--- src/rtl/pipelined_ripple_adder_if.sv ---
// Handshake bundle for pipelined_ripple_adder: operation request side and result side.
interface pipelined_ripple_adder_if #(
    parameter int unsigned WIDTH = 16
);
    logic             in_valid;
    logic             in_ready;
    logic [WIDTH-1:0] a;
    logic [WIDTH-1:0] b;
    logic             cin;
    logic             sub;
    logic             out_valid;
    logic             out_ready;
    logic [WIDTH-1:0] sum;
    logic             cout;
    logic             ovf;

    // Producer of operations / consumer of results.
    modport master (
        output in_valid, a, b, cin, sub, out_ready,
        input  in_ready, out_valid, sum, cout, ovf
    );

    // The adder itself.
    modport slave (
        input  in_valid, a, b, cin, sub, out_ready,
        output in_ready, out_valid, sum, cout, ovf
    );
endinterface

--- src/rtl/pipelined_ripple_adder.sv ---
// Pipelined ripple-carry adder/subtractor. The carry chain is cut into CHUNK-bit segments,
// one segment resolved per stage, with the inter-segment carry registered between stages.
// Valid/ready backpressure on both sides; results leave in acceptance order.
module pipelined_ripple_adder #(
    parameter int unsigned WIDTH = 16,
    parameter int unsigned CHUNK = 4
) (
    input  logic                        clk,
    input  logic                        rst_n,
    pipelined_ripple_adder_if.slave     bus
);
    localparam int unsigned STAGES = WIDTH / CHUNK;

    // Per-stage state: partial sum (chunks 0..i resolved), carry into chunk i+1,
    // the full operands (upper chunks still needed downstream) and the sign bits for ovf.
    logic [STAGES-1:0] vld_q;
    logic [STAGES-1:0] carry_q;
    logic [STAGES-1:0] sa_q;
    logic [STAGES-1:0] sb_q;
    logic [WIDTH-1:0]  psum_q [STAGES];
    logic [WIDTH-1:0]  opa_q  [STAGES];
    logic [WIDTH-1:0]  opb_q  [STAGES];

    // Stage inputs and next-state values.
    logic [WIDTH-1:0]  src_a   [STAGES];
    logic [WIDTH-1:0]  src_b   [STAGES];
    logic [WIDTH-1:0]  src_sum [STAGES];
    logic [WIDTH-1:0]  sum_d   [STAGES];
    logic [CHUNK:0]    chunk_res [STAGES];
    logic [STAGES-1:0] src_c;
    logic [STAGES-1:0] src_sa;
    logic [STAGES-1:0] src_sb;
    logic [STAGES-1:0] ready;
    logic [STAGES-1:0] load;
    logic              ready_acc;

    logic [WIDTH-1:0]  b_eff;
    logic              c0;

    // Subtraction is a + ~b + 1, so cin is forced to 1 and ignored.
    assign b_eff = bus.sub ? ~bus.b : bus.b;
    assign c0    = bus.sub | bus.cin;

    // Stage i can take a new entry when it or any stage downstream is empty, or the output drains.
    always_comb begin
        ready     = '0;
        ready_acc = bus.out_ready;
        for (int i = STAGES - 1; i >= 0; i--) begin
            ready_acc = ready_acc | ~vld_q[i];
            ready[i]  = ready_acc;
        end
    end

    // Route each stage's source: S0 from the input port, Si from Si-1's registers.
    always_comb begin
        for (int i = 0; i < STAGES; i++) begin
            src_a[i]   = '0;
            src_b[i]   = '0;
            src_sum[i] = '0;
        end
        src_c  = '0;
        src_sa = '0;
        src_sb = '0;
        load   = '0;
        src_a[0]  = bus.a;
        src_b[0]  = b_eff;
        src_c[0]  = c0;
        src_sa[0] = bus.a[WIDTH-1];
        src_sb[0] = b_eff[WIDTH-1];
        load[0]   = bus.in_valid & ready[0];
        for (int i = 1; i < STAGES; i++) begin
            src_a[i]   = opa_q[i-1];
            src_b[i]   = opb_q[i-1];
            src_sum[i] = psum_q[i-1];
            src_c[i]   = carry_q[i-1];
            src_sa[i]  = sa_q[i-1];
            src_sb[i]  = sb_q[i-1];
            load[i]    = vld_q[i-1] & ready[i];
        end
    end

    // Each stage resolves exactly its own chunk; lower chunks pass through untouched.
    always_comb begin
        for (int i = 0; i < STAGES; i++) begin
            chunk_res[i] = {1'b0, src_a[i][i*CHUNK +: CHUNK]}
                         + {1'b0, src_b[i][i*CHUNK +: CHUNK]}
                         + {{CHUNK{1'b0}}, src_c[i]};
            sum_d[i] = src_sum[i];
            sum_d[i][i*CHUNK +: CHUNK] = chunk_res[i][CHUNK-1:0];
        end
    end

    // Stage registers; a stage whose entry moves on without a replacement goes empty.
    always_ff @(posedge clk or negedge rst_n) begin
        if (!rst_n) begin
            vld_q   <= '0;
            carry_q <= '0;
            sa_q    <= '0;
            sb_q    <= '0;
            for (int i = 0; i < STAGES; i++) begin
                psum_q[i] <= '0;
                opa_q[i]  <= '0;
                opb_q[i]  <= '0;
            end
        end else begin
            for (int i = 0; i < STAGES; i++) begin
                if (ready[i]) begin
                    vld_q[i] <= load[i];
                end
                if (load[i]) begin
                    psum_q[i]  <= sum_d[i];
                    carry_q[i] <= chunk_res[i][CHUNK];
                    opa_q[i]   <= src_a[i];
                    opb_q[i]   <= src_b[i];
                    sa_q[i]    <= src_sa[i];
                    sb_q[i]    <= src_sb[i];
                end
            end
        end
    end

    assign bus.in_ready  = ready[0];
    assign bus.out_valid = vld_q[STAGES-1];
    assign bus.sum       = psum_q[STAGES-1];
    assign bus.cout      = carry_q[STAGES-1];
    assign bus.ovf       = (sa_q[STAGES-1] == sb_q[STAGES-1])
                         && (psum_q[STAGES-1][WIDTH-1] != sa_q[STAGES-1]);
endmodule

--- src/flat_wrapper.sv ---
// flat-port wrapper written by rule: the top's interface ports become plain ports
module pipelined_ripple_adder_flat 
#(
    parameter int unsigned WIDTH = 16,
    parameter int unsigned CHUNK = 4
)
  (clk, rst_n, bus_in_valid, bus_a, bus_b, bus_cin, bus_sub, bus_out_ready, bus_in_ready, bus_out_valid, bus_sum, bus_cout, bus_ovf);
  pipelined_ripple_adder_if #(.WIDTH(WIDTH)) bus_i ();
  input  logic clk;
  input  logic rst_n;
  input wire logic [$bits(bus_i.in_valid)-1:0] bus_in_valid;
  input wire logic [$bits(bus_i.a)-1:0] bus_a;
  input wire logic [$bits(bus_i.b)-1:0] bus_b;
  input wire logic [$bits(bus_i.cin)-1:0] bus_cin;
  input wire logic [$bits(bus_i.sub)-1:0] bus_sub;
  input wire logic [$bits(bus_i.out_ready)-1:0] bus_out_ready;
  output wire logic [$bits(bus_i.in_ready)-1:0] bus_in_ready;
  output wire logic [$bits(bus_i.out_valid)-1:0] bus_out_valid;
  output wire logic [$bits(bus_i.sum)-1:0] bus_sum;
  output wire logic [$bits(bus_i.cout)-1:0] bus_cout;
  output wire logic [$bits(bus_i.ovf)-1:0] bus_ovf;
  assign bus_i.in_valid = bus_in_valid;
  assign bus_i.a = bus_a;
  assign bus_i.b = bus_b;
  assign bus_i.cin = bus_cin;
  assign bus_i.sub = bus_sub;
  assign bus_i.out_ready = bus_out_ready;
  assign bus_in_ready = bus_i.in_ready;
  assign bus_out_valid = bus_i.out_valid;
  assign bus_sum = bus_i.sum;
  assign bus_cout = bus_i.cout;
  assign bus_ovf = bus_i.ovf;
  pipelined_ripple_adder #(.WIDTH(WIDTH), .CHUNK(CHUNK)) u_core (.clk(clk), .rst_n(rst_n), .bus(bus_i));
endmodule
--- config.mk ---
export PLATFORM = sky130hd
export DESIGN_NAME = pipelined_ripple_adder_flat
export DESIGN_NICKNAME = d
export VERILOG_FILES = /design/src/rtl/pipelined_ripple_adder_if.sv /design/src/rtl/pipelined_ripple_adder.sv /design/src/flat_wrapper.sv
export SDC_FILE = /design/constraint.sdc
export NUM_CORES = 1
export LEC_CHECK = 0
export ABC_AREA = 0
export CORE_AREA = 3 3 98 100
export CTS_BUF_LIST = sky130_fd_sc_hd__clkbuf_4
export CTS_CLUSTER_SIZE = 24
export DETAILED_ROUTE_END_ITERATION = 16
export DIE_AREA = 0 0 101 103
export GPL_TIMING_DRIVEN = 1
export PLACE_DENSITY_LB_ADDON = 0.2
export SYNTH_ARGS = -nofsm -noshare
export SYNTH_HDL_FRONTEND = slang
export SYNTH_SLANG_ARGS = --single-unit
--- constraint.sdc ---
create_clock -name clk -period 2.48 [get_ports clk]
set_input_delay 0.496 -clock clk [delete_from_list [all_inputs] [get_ports clk]]
set_output_delay 0.496 -clock clk [all_outputs]
set_load 0.05 [all_outputs]
==> impl_metrics.env <==
export IMPL_rsz0062_at_grt="false"
export IMPL_io_pins=58
export IMPL_diodes=0
export IMPL_cts_buffer_depth=2
export IMPL_grt_first_pass_wirelength_mm=12.0
export IMPL_grt_met1_usage=0.199
export IMPL_r2r_start="u_core.opb_q[28]$_DFFE_PN0P_"
export IMPL_first_pass_iters=4
export IMPL_crit_type="primary input to primary output"
export IMPL_cellLeakagePower_nw=2.31
export IMPL_critPathRequiredTime_ns=1.98
export IMPL_worstMarginPinSlew_ns=0.534
export IMPL_worst_path_max_fanout=4
export IMPL_initial_core_util=0.504
export IMPL_dp_slack_ns=-0.157
export IMPL_grt_antenna_before_repair=0
export IMPL_groute_usage_overall=0.147
export IMPL_maxCapViolCount=0
export IMPL_max_slew_margin=0.644
export IMPL_route_detailed_drc=0
export IMPL_synth_top_area_frac=0.556
export IMPL_antenna_left=0
export IMPL_yosys_area_top_type="dfrtp_1"
export IMPL_fin_crit_ns=2.23
export IMPL_finalMaxSlewViolations=0
export IMPL_die_w_um=101
export IMPL_synth_warnings=0
export IMPL_ir_drop_v=0.000333
export IMPL_syn_num_nets=391
export IMPL_htree_levels=3
export IMPL_fin_nets=439
export IMPL_syn_area_per_cell_sq_um=13.3
export IMPL_syn_instance_count=333
export IMPL_core_area_sq_um=8760
export IMPL_cp_arrival_ns=1.73
export IMPL_port_buffers=57
export IMPL_via_per_inst=4.97
export IMPL_mostFrequentLayoutCells="dfrtp_1, mux2_2, clkdlybuf4s50_1, nand2_1, o21ai_0"
export IMPL_die_area_sq_um=10400
export IMPL_startpoint_type="primary input"
export IMPL_p_per_area_nw_per_um2=1070
export IMPL_netlist_area_sq_um=4410
export IMPL_dr_first_iter_drc_count=76
export IMPL_clk_pin_slew_ns=0.16
export IMPL_area_growth_pct=17.3
export IMPL_p_total_mw=5.53
export IMPL_synth_yosys_seq_area_share=0.556
export IMPL_final_common_cell="dfrtp_1"
export IMPL_placementRows=34
export IMPL_synth_seq_cells=98
export IMPL_end_kind="primary output"
export IMPL_fin_cells=494
export IMPL_grt_met2_usage=0.237
export IMPL_cts_sinks=98
export IMPL_grt_max_degree=59
export IMPL_hold_path_class="primary input to async pin"
export IMPL_cts_tree="yes"
export IMPL_cts_root_buf="clkbuf_4"
export IMPL_fin_ws_ns=0.251
export IMPL_dp_hpwl_mm=4.96
export IMPL_place_inst=478
export IMPL_gp_congestion=0.785
export IMPL_status="complete, no violations"
export IMPL_fin_crit_sh=0.899
export IMPL_reg2reg_slack_ns=0.60
export IMPL_vias=2457
export IMPL_final_layout_size_suffix_gt1_frac=0.256
export IMPL_hold_violations=0
export IMPL_post_route_util=0.591
export IMPL_wl_per_cell_um=13.7
export IMPL_setup_viol=0
export IMPL_drt_total_wl_mm=6.78
export IMPL_max_freq_mhz=449
export IMPL_grt_pass1_vias=2545
export IMPL_cts_made_buffers=9
export IMPL_met3_usage=0.0237
export IMPL_yosys_top_cells_area="dfrtp_1, mux2_2, fa_1"
export IMPL_finClkSkew_ns=0.0266
export IMPL_insertion_delay_ns=0.43
export IMPL_ys_types=21
export IMPL_cp_startpoint="bus_out_ready"
export IMPL_die_h_um=103
export IMPL_gr_max_usage_layer="met2"
export IMPL_overflow=0
==> power by group <==
group / total, mW / switching, mW / internal (mW) / leakage (nW)
Combinational: 2.14 / 1.13 / 1.01 / 1.05
Clock: 0.916 / 0.502 / 0.415 / 0.0838
Sequential: 2.48 / 0.332 / 2.15 / 1.17
==> cells by family (layout without fill, tap and decap cells) <==
group	count (synthesis)	in the layout	share of synthesized area
AO/OA/AOI/OAI	44	44	0.0570
XOR/XNOR	24	24	0.0476
adder cells (fa/ha/maj)	20	20	0.0703
buffers and inverters	38	91	0.0536
flip-flops	98	98	0.556
multiplexers	68	68	0.174
AND/OR/NAND/NOR	41	41	0.0422
==> layout make-up <==
type,count,area (sq um)
Clock buffer,10,75.1
Clock inverter,6,81.3
Fill cell,745,3590
Inverter,9,33.8
Multi-Input combinational cell,197,1720
Sequential cell,98,2450
Tap cell,108,135
Timing Repair Buffer,66,673
==> flip-flops by register name (all words and copies together), names as in the netlist <==
name / cells
u_core.carry_q: 4
u_core.psum_q: 24
u_core.bus.sum: 16
u_core.opb_q: 24
u_core.vld_q: 4
u_core.sa_q: 1
u_core.opa_q: 24
u_core.sb_q: 1
==> stage by stage <==
stage	instance area [sq um]	TNS, ns	hold WS (ns)
CTS	5170	0	0.0285
detailed placement	5020	-0.320	0.467
floorplan	4410	0	0.200
global route	5170	0	0.0367
finish	5170	0	0.0307
global placement	5020	-0.241	0.463
==> critical path, cell delays in order <==
cell and delay, ns:
clkdlybuf4s50_1 0.44, nand4b_2 0.28, or2_2 0.32, buf_4 0.19
==> per-layer routing <==
metal / part of all wire / routed length, um / up-vias
met1: 0.49 / 3350 / 1194
li1: - / - / 1203
met4: 0.021 / 141 / 0
met5: 0 / 0 / -
met3: 0.034 / 229 / 10
met2: 0.45 / 3060 / 50
==> what timing repair did <==
item / 4_1_cts / 5_1_grt
resized for setup: 0 / 1
hold buffers: 0 / 0
setup endpoints to repair: 0 / 1
setup buffers: 0 / 0
==> synth_stat cells (all sizes together) <==
library cell and number:
buf 29, nor2 2, nand4b 1, nand2b 3, fa 8, o21ai 27
nand2 30, or2 3, dfrtp 98, inv 9, xor2 11, ha 12
nand3b 1, a21o 8, a21oi 9, mux2 68, nor2b 1, xnor2 13
==> final timing paths <==
check	endpoint	cells after the start
setup reg to reg	u_core.carry_q[3]$_DFFE_PN0P_	5
hold reg to reg	u_core.opb_q[61]$_DFFE_PN0P_	2
hold / removal	u_core.psum_q[37]$_DFFE_PN0P_	1
max in group asynchronous	u_core.psum_q[48]$_DFFE_PN0P_	2
setup / recovery	bus_in_ready	4
min in group clk	u_core.opb_q[61]$_DFFE_PN0P_	2
Power figures use the tool's default switching activity.
